==> src/rtl/mul_arb_pkg.sv <==
// Shared definitions for the multiplier-sharing arbiter: FSM encoding and
// small elaboration-time helpers.
package mul_arb_pkg;

    localparam int MAX_NREQ = 32;

    typedef enum logic [1:0] {
        ST_IDLE = 2'd0,
        ST_WAIT = 2'd1,
        ST_DONE = 2'd2
    } state_e;

    function automatic int clog2(input int n);
        int r;
        r = 0;
        while ((1 << r) < n) begin
            r = r + 1;
        end
        return r;
    endfunction

    // Callers truncate the result to their own requester count.
    function automatic logic [MAX_NREQ-1:0] onehot(input int unsigned idx);
        return {{(MAX_NREQ-1){1'b0}}, 1'b1} << idx;
    endfunction

endpackage

==> src/rtl/IMUL_GENE.sv <==
// Combinational unsigned SIZE x SIZE array multiplier (shift-and-add of
// partial products); the result is exact, 2*SIZE bits wide.
module IMUL_GENE #(
    parameter int SIZE = 16
) (
    input  logic [SIZE-1:0]   a_i,
    input  logic [SIZE-1:0]   b_i,
    output logic [2*SIZE-1:0] p_o
);

    // Accumulate one shifted copy of A for every set bit of B.
    always_comb begin
        p_o = '0;
        for (int i = 0; i < SIZE; i++) begin
            if (b_i[i]) begin
                p_o = p_o + ({{SIZE{1'b0}}, a_i} << i);
            end else begin
                p_o = p_o;
            end
        end
    end

endmodule

==> src/rtl/rr_pick.sv <==
// Round-robin winner selection: rotate the request vector so the pointer
// position sits at bit 0, priority-encode, then rotate the index back.
module rr_pick
    import mul_arb_pkg::*;
#(
    parameter int NREQ = 4
) (
    input  logic [NREQ-1:0]                  req_i,
    input  logic [((NREQ > 1) ? clog2(NREQ) : 1)-1:0] ptr_i,
    output logic [((NREQ > 1) ? clog2(NREQ) : 1)-1:0] win_o,
    output logic                             any_o
);

    localparam int PW = (NREQ > 1) ? clog2(NREQ) : 1;

    logic [NREQ-1:0] rot_s;
    logic [PW-1:0]   off_s;
    logic [PW:0]     sum_s;

    assign rot_s = NREQ'({req_i, req_i} >> ptr_i);

    // Lowest set bit of the rotated vector is the closest requester after ptr.
    always_comb begin
        off_s = '0;
        any_o = 1'b0;
        for (int i = NREQ - 1; i >= 0; i--) begin
            if (rot_s[i]) begin
                off_s = PW'(i);
                any_o = 1'b1;
            end else begin
                off_s = off_s;
            end
        end
    end

    assign sum_s = {1'b0, ptr_i} + {1'b0, off_s};
    assign win_o = (sum_s >= (PW+1)'(NREQ)) ? PW'(sum_s - (PW+1)'(NREQ)) : PW'(sum_s);

endmodule

==> src/rtl/mul_share_arbiter.sv <==
// Shares one combinational array multiplier between NREQ requesters with
// round-robin arbitration; the product is held, tagged, until acknowledged.
module mul_share_arbiter
    import mul_arb_pkg::*;
#(
    parameter int SIZE   = 16,
    parameter int NREQ   = 4,
    parameter int SETTLE = 2
) (
    input  logic                 Clock,
    input  logic                 Reset,
    input  logic [NREQ-1:0]      iReq,
    input  logic [NREQ*SIZE-1:0] iOpA,
    input  logic [NREQ*SIZE-1:0] iOpB,
    output logic [NREQ-1:0]      oGrant,
    output logic                 oBusy,
    output logic                 oValid,
    output logic [2*SIZE-1:0]    oResult,
    output logic [NREQ-1:0]      oDest,
    input  logic                 iAck
);

    localparam int PW = (NREQ > 1) ? clog2(NREQ) : 1;
    localparam int CW = (SETTLE > 1) ? clog2(SETTLE) : 1;

    state_e              state_q, state_d;
    logic [PW-1:0]       ptr_q, ptr_d;
    logic [PW-1:0]       w_q, w_d;
    logic [CW-1:0]       cnt_q, cnt_d;
    logic [SIZE-1:0]     ra_q, ra_d;
    logic [SIZE-1:0]     rb_q, rb_d;
    logic [2*SIZE-1:0]   result_q, result_d;
    logic [NREQ-1:0]     dest_q, dest_d;
    logic [NREQ-1:0]     grant_q, grant_d;
    logic                valid_q, valid_d;

    logic [PW-1:0]       win_s;
    logic                any_s;
    logic [2*SIZE-1:0]   prod_s;

    rr_pick #(
        .NREQ (NREQ)
    ) u_pick (
        .req_i (iReq),
        .ptr_i (ptr_q),
        .win_o (win_s),
        .any_o (any_s)
    );

    // Fed only from the operand registers: rA/rB -> oResult is a SETTLE-cycle multicycle path.
    IMUL_GENE #(
        .SIZE (SIZE)
    ) u_mul (
        .a_i (ra_q),
        .b_i (rb_q),
        .p_o (prod_s)
    );

    // Next-state and datapath decisions for the IDLE/WAIT/DONE sequence.
    always_comb begin
        state_d  = state_q;
        ptr_d    = ptr_q;
        w_d      = w_q;
        cnt_d    = cnt_q;
        ra_d     = ra_q;
        rb_d     = rb_q;
        result_d = result_q;
        dest_d   = dest_q;
        valid_d  = valid_q;
        grant_d  = '0;
        case (state_q)
            ST_IDLE: begin
                if (any_s) begin
                    for (int k = 0; k < NREQ; k++) begin
                        if (win_s == PW'(k)) begin
                            ra_d = iOpA[k*SIZE +: SIZE];
                            rb_d = iOpB[k*SIZE +: SIZE];
                        end else begin
                            ra_d = ra_d;
                            rb_d = rb_d;
                        end
                    end
                    w_d     = win_s;
                    cnt_d   = CW'(SETTLE - 1);
                    grant_d = NREQ'(onehot(32'(win_s)));
                    state_d = ST_WAIT;
                end else begin
                    state_d = ST_IDLE;
                end
            end
            ST_WAIT: begin
                if (cnt_q != '0) begin
                    cnt_d = cnt_q - CW'(1);
                end else begin
                    result_d = prod_s;
                    dest_d   = NREQ'(onehot(32'(w_q)));
                    valid_d  = 1'b1;
                    state_d  = ST_DONE;
                end
            end
            ST_DONE: begin
                if (iAck) begin
                    valid_d = 1'b0;
                    ptr_d   = (w_q == PW'(NREQ - 1)) ? '0 : w_q + PW'(1);
                    state_d = ST_IDLE;
                end else begin
                    state_d = ST_DONE;
                end
            end
            default: begin
                valid_d = 1'b0;
                state_d = ST_IDLE;
            end
        endcase
    end

    // State and datapath registers; reset discards any in-flight product.
    always_ff @(posedge Clock) begin
        if (Reset) begin
            state_q  <= ST_IDLE;
            ptr_q    <= '0;
            w_q      <= '0;
            cnt_q    <= '0;
            ra_q     <= '0;
            rb_q     <= '0;
            result_q <= '0;
            dest_q   <= '0;
            grant_q  <= '0;
            valid_q  <= 1'b0;
        end else begin
            state_q  <= state_d;
            ptr_q    <= ptr_d;
            w_q      <= w_d;
            cnt_q    <= cnt_d;
            ra_q     <= ra_d;
            rb_q     <= rb_d;
            result_q <= result_d;
            dest_q   <= dest_d;
            grant_q  <= grant_d;
            valid_q  <= valid_d;
        end
    end

    assign oGrant  = grant_q;
    assign oBusy   = (state_q != ST_IDLE);
    assign oValid  = valid_q;
    assign oResult = result_q;
    assign oDest   = dest_q;

endmodule

==> config.mk <==
export PLATFORM = sky130hd
export DESIGN_NAME = mul_share_arbiter
export DESIGN_NICKNAME = d
export VERILOG_FILES = /design/src/rtl/mul_arb_pkg.sv /design/src/rtl/IMUL_GENE.sv /design/src/rtl/rr_pick.sv /design/src/rtl/mul_share_arbiter.sv
export SDC_FILE = /design/constraint.sdc
export NUM_CORES = 1
export LEC_CHECK = 0
export CAP_MARGIN = 30
export CORE_MARGIN = 10
export CORE_UTILIZATION = 60
export DETAILED_ROUTE_END_ITERATION = 8
export HOLD_SLACK_MARGIN = 0.08
export PLACE_DENSITY = 0.82
export SYNTH_ARGS = -nofsm -noshare
export SYNTH_HDL_FRONTEND = slang
export SYNTH_SLANG_ARGS = --single-unit
export TNS_END_PERCENT = 1
==> constraint.sdc <==
create_clock -name Clock -period 36.4 [get_ports Clock]
set_input_delay 5.46 -clock Clock [delete_from_list [all_inputs] [get_ports Clock]]
set_output_delay 5.46 -clock Clock [all_outputs]
set_load 0.005 [all_outputs]
* Yosys cells after proc, flatten, opt, wreduce, memory -nomap -nowiden
Index checks and enable logic that the tools add are counted.
** Storage, ports and cells
- Bits in registers :: 80
- Output and inout port bits :: 42
- Logic and storage cells :: 101
- Input port bits :: 135
** Operators by class
- Equal/unequal tests :: 9
- Add/sub/neg operators :: 19
- Muxes and demuxes :: 44
- Reductions and logical operators :: 12
- $lt $le $gt $ge :: 1
- Shift-type cells :: 3
- Bitwise gates (word level) :: 3
** Operators by type and width (number)
- two-way mux 32 bit :: 15
- two-way mux 16 bit :: 9
- adder 32 x 17 -> 32 bit :: 1
- adder 32 x 18 -> 32 bit :: 1
- adder 32 x 19 -> 32 bit :: 1
- adder 32 x 20 -> 32 bit :: 1
- adder 32 x 21 -> 32 bit :: 1
- adder 32 x 22 -> 32 bit :: 1
- adder 32 x 23 -> 32 bit :: 1
- adder 32 x 24 -> 32 bit :: 1
- adder 32 x 25 -> 32 bit :: 1
- adder 32 x 26 -> 32 bit :: 1
- adder 32 x 27 -> 32 bit :: 1
- adder 32 x 28 -> 32 bit :: 1
- adder 32 x 29 -> 32 bit :: 1
- adder 32 x 30 -> 32 bit :: 1
- adder 32 x 31 -> 32 bit :: 1
- two-way mux 2 bit :: 8
- two-way mux 1 bit :: 9
- == test 2 bit, second input constant :: 4
- AND reduction 2 bit :: 4
- << shifter 1 x 2 -> 4 bit, first input constant :: 2
- >> shifter 8 x 2 -> 4 bit :: 1
- inequality test 2 bit, second input constant :: 3
- other kinds (15) :: 21

* Depth between registers and ports, before layout
- Depth after elaboration :: 31
- Gate-level depth with buffers :: 118
- Depth with buffers taken out :: 117

* By module
Synthesis repeated with hierarchy kept, for this count alone.
** Second synthesis, totals
- Cells, all modules :: 2538
- Area total of the unflattened synthesis :: 19212.2 um2
** By module, submodules not included
- IMUL_GENE :: cells an instance 2198, seq. area each 0.0 um2, area an instance 15418.5 um2, times used 1
- mul_share_arbiter :: cells an instance 317, seq. area each 1601.5 um2, area an instance 3613.5 um2, times used 1
- rr_pick :: cells an instance 23, seq. area each 0.0 um2, area an instance 180.2 um2, times used 1

* Least setup slack after synthesis
Ideal clock, no wire load.
- Kind :: flip-flop to flip-flop
- Start point :: reg ra_q[1]
- End point :: reg result_q[30] (netlist: oResult[30])
- Stages on the path, launching flop included :: 107
- Period minus slack after synthesis :: 19.538 ns
- Arrival :: 19.409 ns
- Buffers on the path :: 2
- Library setup time :: 0.129 ns
- Required time :: 36.271 ns
- Slack :: 16.862 ns
- Cell sequence :: dfxtp_1 -> and2_1 -> ha_1 -> fa_1 -> a21oi_1 -> o221ai_2 -> a21o_1 -> a21o_1 -> xor2_1 -> mux2_2 -> ha_1 -> nand3_1 -> o22ai_1 -> o41ai_2 -> o21ai_1 -> xor2_1 -> mux2_2 -> ha_1 -> [... 71 more ...] -> a21oi_1 -> ha_1 -> a21o_1 -> o21bai_1 -> xor2_1 -> nand2_1 -> o31a_1 -> o21ai_0 -> ha_1 -> nand3_1 -> o31ai_1 -> nor4_1 -> nor3_1 -> a31oi_1 -> nor2b_1 -> nor4_1 -> a311oi_1 -> o31ai_1
** Between the ends
- Word-level cells in the longest chain between the ends :: 31
** Ends and longest elaborated chain
- start, declared :: RTL line mul_share_arbiter.sv:30 : logic [SIZE-1:0] ra_q, ra_d;
- start signal, assigned :: RTL line mul_share_arbiter.sv:135 : ra_q <= ra_d;
- two-way mux 16 bit :: RTL line IMUL_GENE.sv:15 : if (b_i[i]) begin
- adder 32 x 17 -> 32 bit :: RTL line IMUL_GENE.sv:16 : p_o = p_o + ({{SIZE{1'b0}}, a_i} << i);
- two-way mux 32 bit :: RTL line IMUL_GENE.sv:15
- adder 32 x 18 -> 32 bit :: RTL line IMUL_GENE.sv:16
- two-way mux 32 bit :: RTL line IMUL_GENE.sv:15
- adder 32 x 19 -> 32 bit :: RTL line IMUL_GENE.sv:16
- two-way mux 32 bit :: RTL line IMUL_GENE.sv:15
- adder 32 x 20 -> 32 bit :: RTL line IMUL_GENE.sv:16
- [... 15 more ...]
- adder 32 x 28 -> 32 bit :: RTL line IMUL_GENE.sv:16
- two-way mux 32 bit :: RTL line IMUL_GENE.sv:15
- adder 32 x 29 -> 32 bit :: RTL line IMUL_GENE.sv:16
- two-way mux 32 bit :: RTL line IMUL_GENE.sv:15
- adder 32 x 30 -> 32 bit :: RTL line IMUL_GENE.sv:16
- two-way mux 32 bit :: RTL line IMUL_GENE.sv:15
- adder 32 x 31 -> 32 bit :: RTL line IMUL_GENE.sv:16
- two-way mux 32 bit * :: RTL line IMUL_GENE.sv:15
- end signal, assigned :: RTL line mul_share_arbiter.sv:137 : result_q <= result_d;
- end, declared :: RTL line mul_share_arbiter.sv:32 : logic [2*SIZE-1:0] result_q, result_d;
Every way passes the cells marked *; elsewhere a longest branch is shown, timed or not.
A chain may end at the register's enable or synchronous reset.

* Worst setup path after layout
- Start point :: reg rb_q[0]
- End point :: reg result_q[30] (netlist: oResult[30])
** Between the ends
- Word-level cells in the longest chain between the ends :: 31
** Ends and longest elaborated chain
- start, declared :: RTL line mul_share_arbiter.sv:31 : logic [SIZE-1:0] rb_q, rb_d;
- start signal, assigned :: RTL line mul_share_arbiter.sv:136 : rb_q <= rb_d;
- two-way mux 16 bit * :: RTL line IMUL_GENE.sv:15
- adder 32 x 17 -> 32 bit :: RTL line IMUL_GENE.sv:16
- two-way mux 32 bit * :: RTL line IMUL_GENE.sv:15
- adder 32 x 18 -> 32 bit :: RTL line IMUL_GENE.sv:16
- two-way mux 32 bit * :: RTL line IMUL_GENE.sv:15
- adder 32 x 19 -> 32 bit :: RTL line IMUL_GENE.sv:16
- two-way mux 32 bit * :: RTL line IMUL_GENE.sv:15
- adder 32 x 20 -> 32 bit :: RTL line IMUL_GENE.sv:16
- [... 15 more ...]
- adder 32 x 28 -> 32 bit :: RTL line IMUL_GENE.sv:16
- two-way mux 32 bit * :: RTL line IMUL_GENE.sv:15
- adder 32 x 29 -> 32 bit :: RTL line IMUL_GENE.sv:16
- two-way mux 32 bit * :: RTL line IMUL_GENE.sv:15
- adder 32 x 30 -> 32 bit :: RTL line IMUL_GENE.sv:16
- two-way mux 32 bit * :: RTL line IMUL_GENE.sv:15
- adder 32 x 31 -> 32 bit :: RTL line IMUL_GENE.sv:16
- two-way mux 32 bit * :: RTL line IMUL_GENE.sv:15
Marked as above.

==> results.cfg <==
[die]
rows = 64
die_area_um2 = 38520
die_h_um = 196.3
core_area_um2 = 30590
die_x_um = 196.3
start_util = 0.6094
io_pins = 177

[sta]
holdWs_ns = 0.4556
setup-tns-final_ns = 0
fmax_mhz = 42.22
tightestPinTransition_ns = 1.008
finalSetupViolations = 0
relSlewSlack = 0.3271
slew_viol_final = 0
grt_setup_unrepaired = false
min_period_ns = 23.68
final.period_utilization = 0.6507
clock_skew_ns = 0.01053
finalHoldViolations = 0

[detailed_routing]
ant_nets = 0
highest_layer = met4
drc = 0
route.met2.wl_mm = 30.05
wl_met3_mm = 5.699
num_vias = 20730
wl_met1_mm = 26.56
drt-total-wl_mm = 65.67
dr.pass1.iters = 6
wl_per_cell_um = 21.32
viasPerCell = 6.731
drtIter0Drc = 2137

[critical_path]
path_class = reg -> reg
end_kind = flop
cp_max_fo = 21
crit_path_max_incr_delay_ns = 0.66
slowest_stage = a221oi_1
reg2reg_depth = 105
required_ns = 36.61
r2r-end = oResult[30]
critPathLaunchType = flop
crit_path_frequent_cell = ha_1
crit_arrival_ns = 23.89
rr_startpoint = rb_q[0]
r2r_slack_ns = 12.72

[finish]
syn2layout_area_growth_pct = 13.06
antenna_cells = 0
multi_input_area_um2 = 16270
fill_cells = 2601
drive_above_1_share = 0.06520
nets = 3094
regArea_um2 = 1602

[synth]
synth_top_cell_by_area = ha_1
synth_area_um2 = 18640
yosysWarnings = 0
synth_cell_type_count = 102
synth_most_common_cell = nand2_1
synth_seq_area_share = 0.08592
syn_inst = 2565
synth_edf_count = 0
ys.flop_type = dfxtp_1
yosysTopAreaCellShare = 0.1772
synth_area_leaders = ha_1 18%, dfxtp_1 8.6%, a21oi_1 6.7%
synthTopCellsByCount = 297 x nand2_1, 264 x ha_1, 249 x a21oi_1
ys_ff_latch = 80
avgSynthCellArea_um2 = 7.267
syn-num-nets = 2979
ys_async_sr_fraction = 0

[pwr]
power_density_nw_per_um2 = 56.66
p_leak_nw = 9.399
ir_drop_uv = 29.09

[clock_network]
cts_sinks = 80
clock_latency_ns = 0.34
ctsHoldBuffers = 0
numCtsBuffers = 9
clk_pin_slew_ns = 0.06
ctsResizeCount = 0
cts_tree = built
h-tree-depth = 3
cts_setup_buffers = 0
clockRootBuffer = clkbuf_16
clockBufferDepth = 2

[outcome]
outcome = completed

[global_route]
grt_usage = 0.3247
antenna_found_initial = 0
grt_pass1_vias = 19960
overflow = 0
grt_start_max_net_pins = 82
grt_pass1_wl_mm = 104.6

[min_path]
whs_path_depth = 2
holdCritStartpoint = oResult[6]
hold_end = oResult[6]
min-delay-path-class = reg -> reg

[placed_design]
gp_congestion = 0.9878
dp_hpwl_mm = 51.15
port_buffers = 176

[job]
cap_viol_max_count = 0
==> worst max-delay path: cells and delay by family, from the launching register on <==
family | cells | cell delay [ns]
compound gates | 44 | 10.02
xor+xnor | 12 | 2.04
fa+ha+maj | 16 | 5.55
flops | 1 | 0.51
mux | 2 | 0.57
simple gates | 31 | 4.86
==> metal layers <==
| metal | vias up | GRT usage |
|---|---|---|
| li1 | 9762 | - |
| met1 | 9740 | 0.4011 |
| met2 | 1014 | 0.5340 |
| met3 | 214 | 0.05899 |
| met4 | 0 | 0.1538 |
| met5 | - | 0 |
==> through the flow <==
stage          setup WS [ns]  instances    util  total power, mW  instance area [um^2]
2_1_floorplan          16.86       2565       -           0.8439                 18640
3_3_place_gp           13.77       3063  0.6780            1.047                 20740
3_5_place_dp           13.49       3065  0.6796            1.078                 20790
4_1_cts                13.37       3080  0.6890            1.171                 21080
5_1_grt                11.34       3080  0.6890            1.297                 21080
6_report               12.72       3080  0.6890            1.194                 21080
==> how the worst max path moves through the flow <==
stage                              to  slack (ns)  cells after the start  startpoint
after floorplan           oResult[30]       16.86                    106     ra_q[1]
after global placement    oResult[30]       13.77                    104     ra_q[0]
after detailed placement  oResult[30]       13.49                    105     rb_q[0]
after CTS                 oResult[30]       13.37                    105     rb_q[0]
after global routing      oResult[29]       11.34                    104     rb_q[0]
final                     oResult[30]       12.72                    105     rb_q[0]
==> where the power goes <==
part           internal [mW]  total (mW)  switching [mW]
sequential            0.0997       0.118          0.0179
combinational          0.409       0.988           0.580
clock                 0.0527      0.0883          0.0355
==> layout by cell type, fill, tap and decap left out, types with 15 or more instances in the layout <==
master           synthesis  final
nand2_1                297    297
ha_1                   264    263
a21oi_1                249    249
nor2_1                 236    235
clkdlybuf4s50_1          0    175
o21ai_0                166    166
xnor2_1                 99     98
inv_1                   95     95
dfxtp_1                 80     80
o21a_1                  74     74
a21o_1                  68     68
a211oi_1                54     54
xor2_1                  50     50
nand3_1                 48     48
nor3_1                  45     45
nand2b_1                37     37
nor2b_1                 35     34
mux2_2                  34     34
a31oi_1                 33     33
mux4_2                  32     32
buf_4                    0     32
o211ai_1                28     28
o31ai_1                 28     28
and3_1                  25     25
and2_1                  24     24
mux2i_1                 23     23
o21bai_1                20     20
or3_1                   18     18
o21ai_1                 17     17
nor4_1                  17     17
fa_1                    15     15
==> cell families after synthesis <==
kind of cell,Yosys count,synth area share
buffers and inverters,206,0.04229
multiplexers,90,0.07236
XOR/XNOR,149,0.07001
flip-flops,80,0.08592
adder cells (fa/ha/maj),280,0.1939
AO/OA/AOI/OAI,919,0.3276
AND/OR/NAND/NOR,841,0.2079
==> layout make-up <==
cell class	instances	share of cell area
flip-flops and latches	80	0.07599
clock buffers	10	0.01086
clock inverters	5	0.002790
multi-input cells	2279	0.7720
well taps	396	0.02351
inverters	100	0.01781
repair buffers	210	0.09701
==> sequential cells by signal, summed over array words and instances, names as in the netlist <==
register	cells
rb_q	16
cnt_q	1
oGrant	4
state_q	2
oResult	32
oDest	4
ra_q	16
oValid	1
w_q	2
ptr_q	2
No activity file was read; power rests on OpenSTA's default activity.
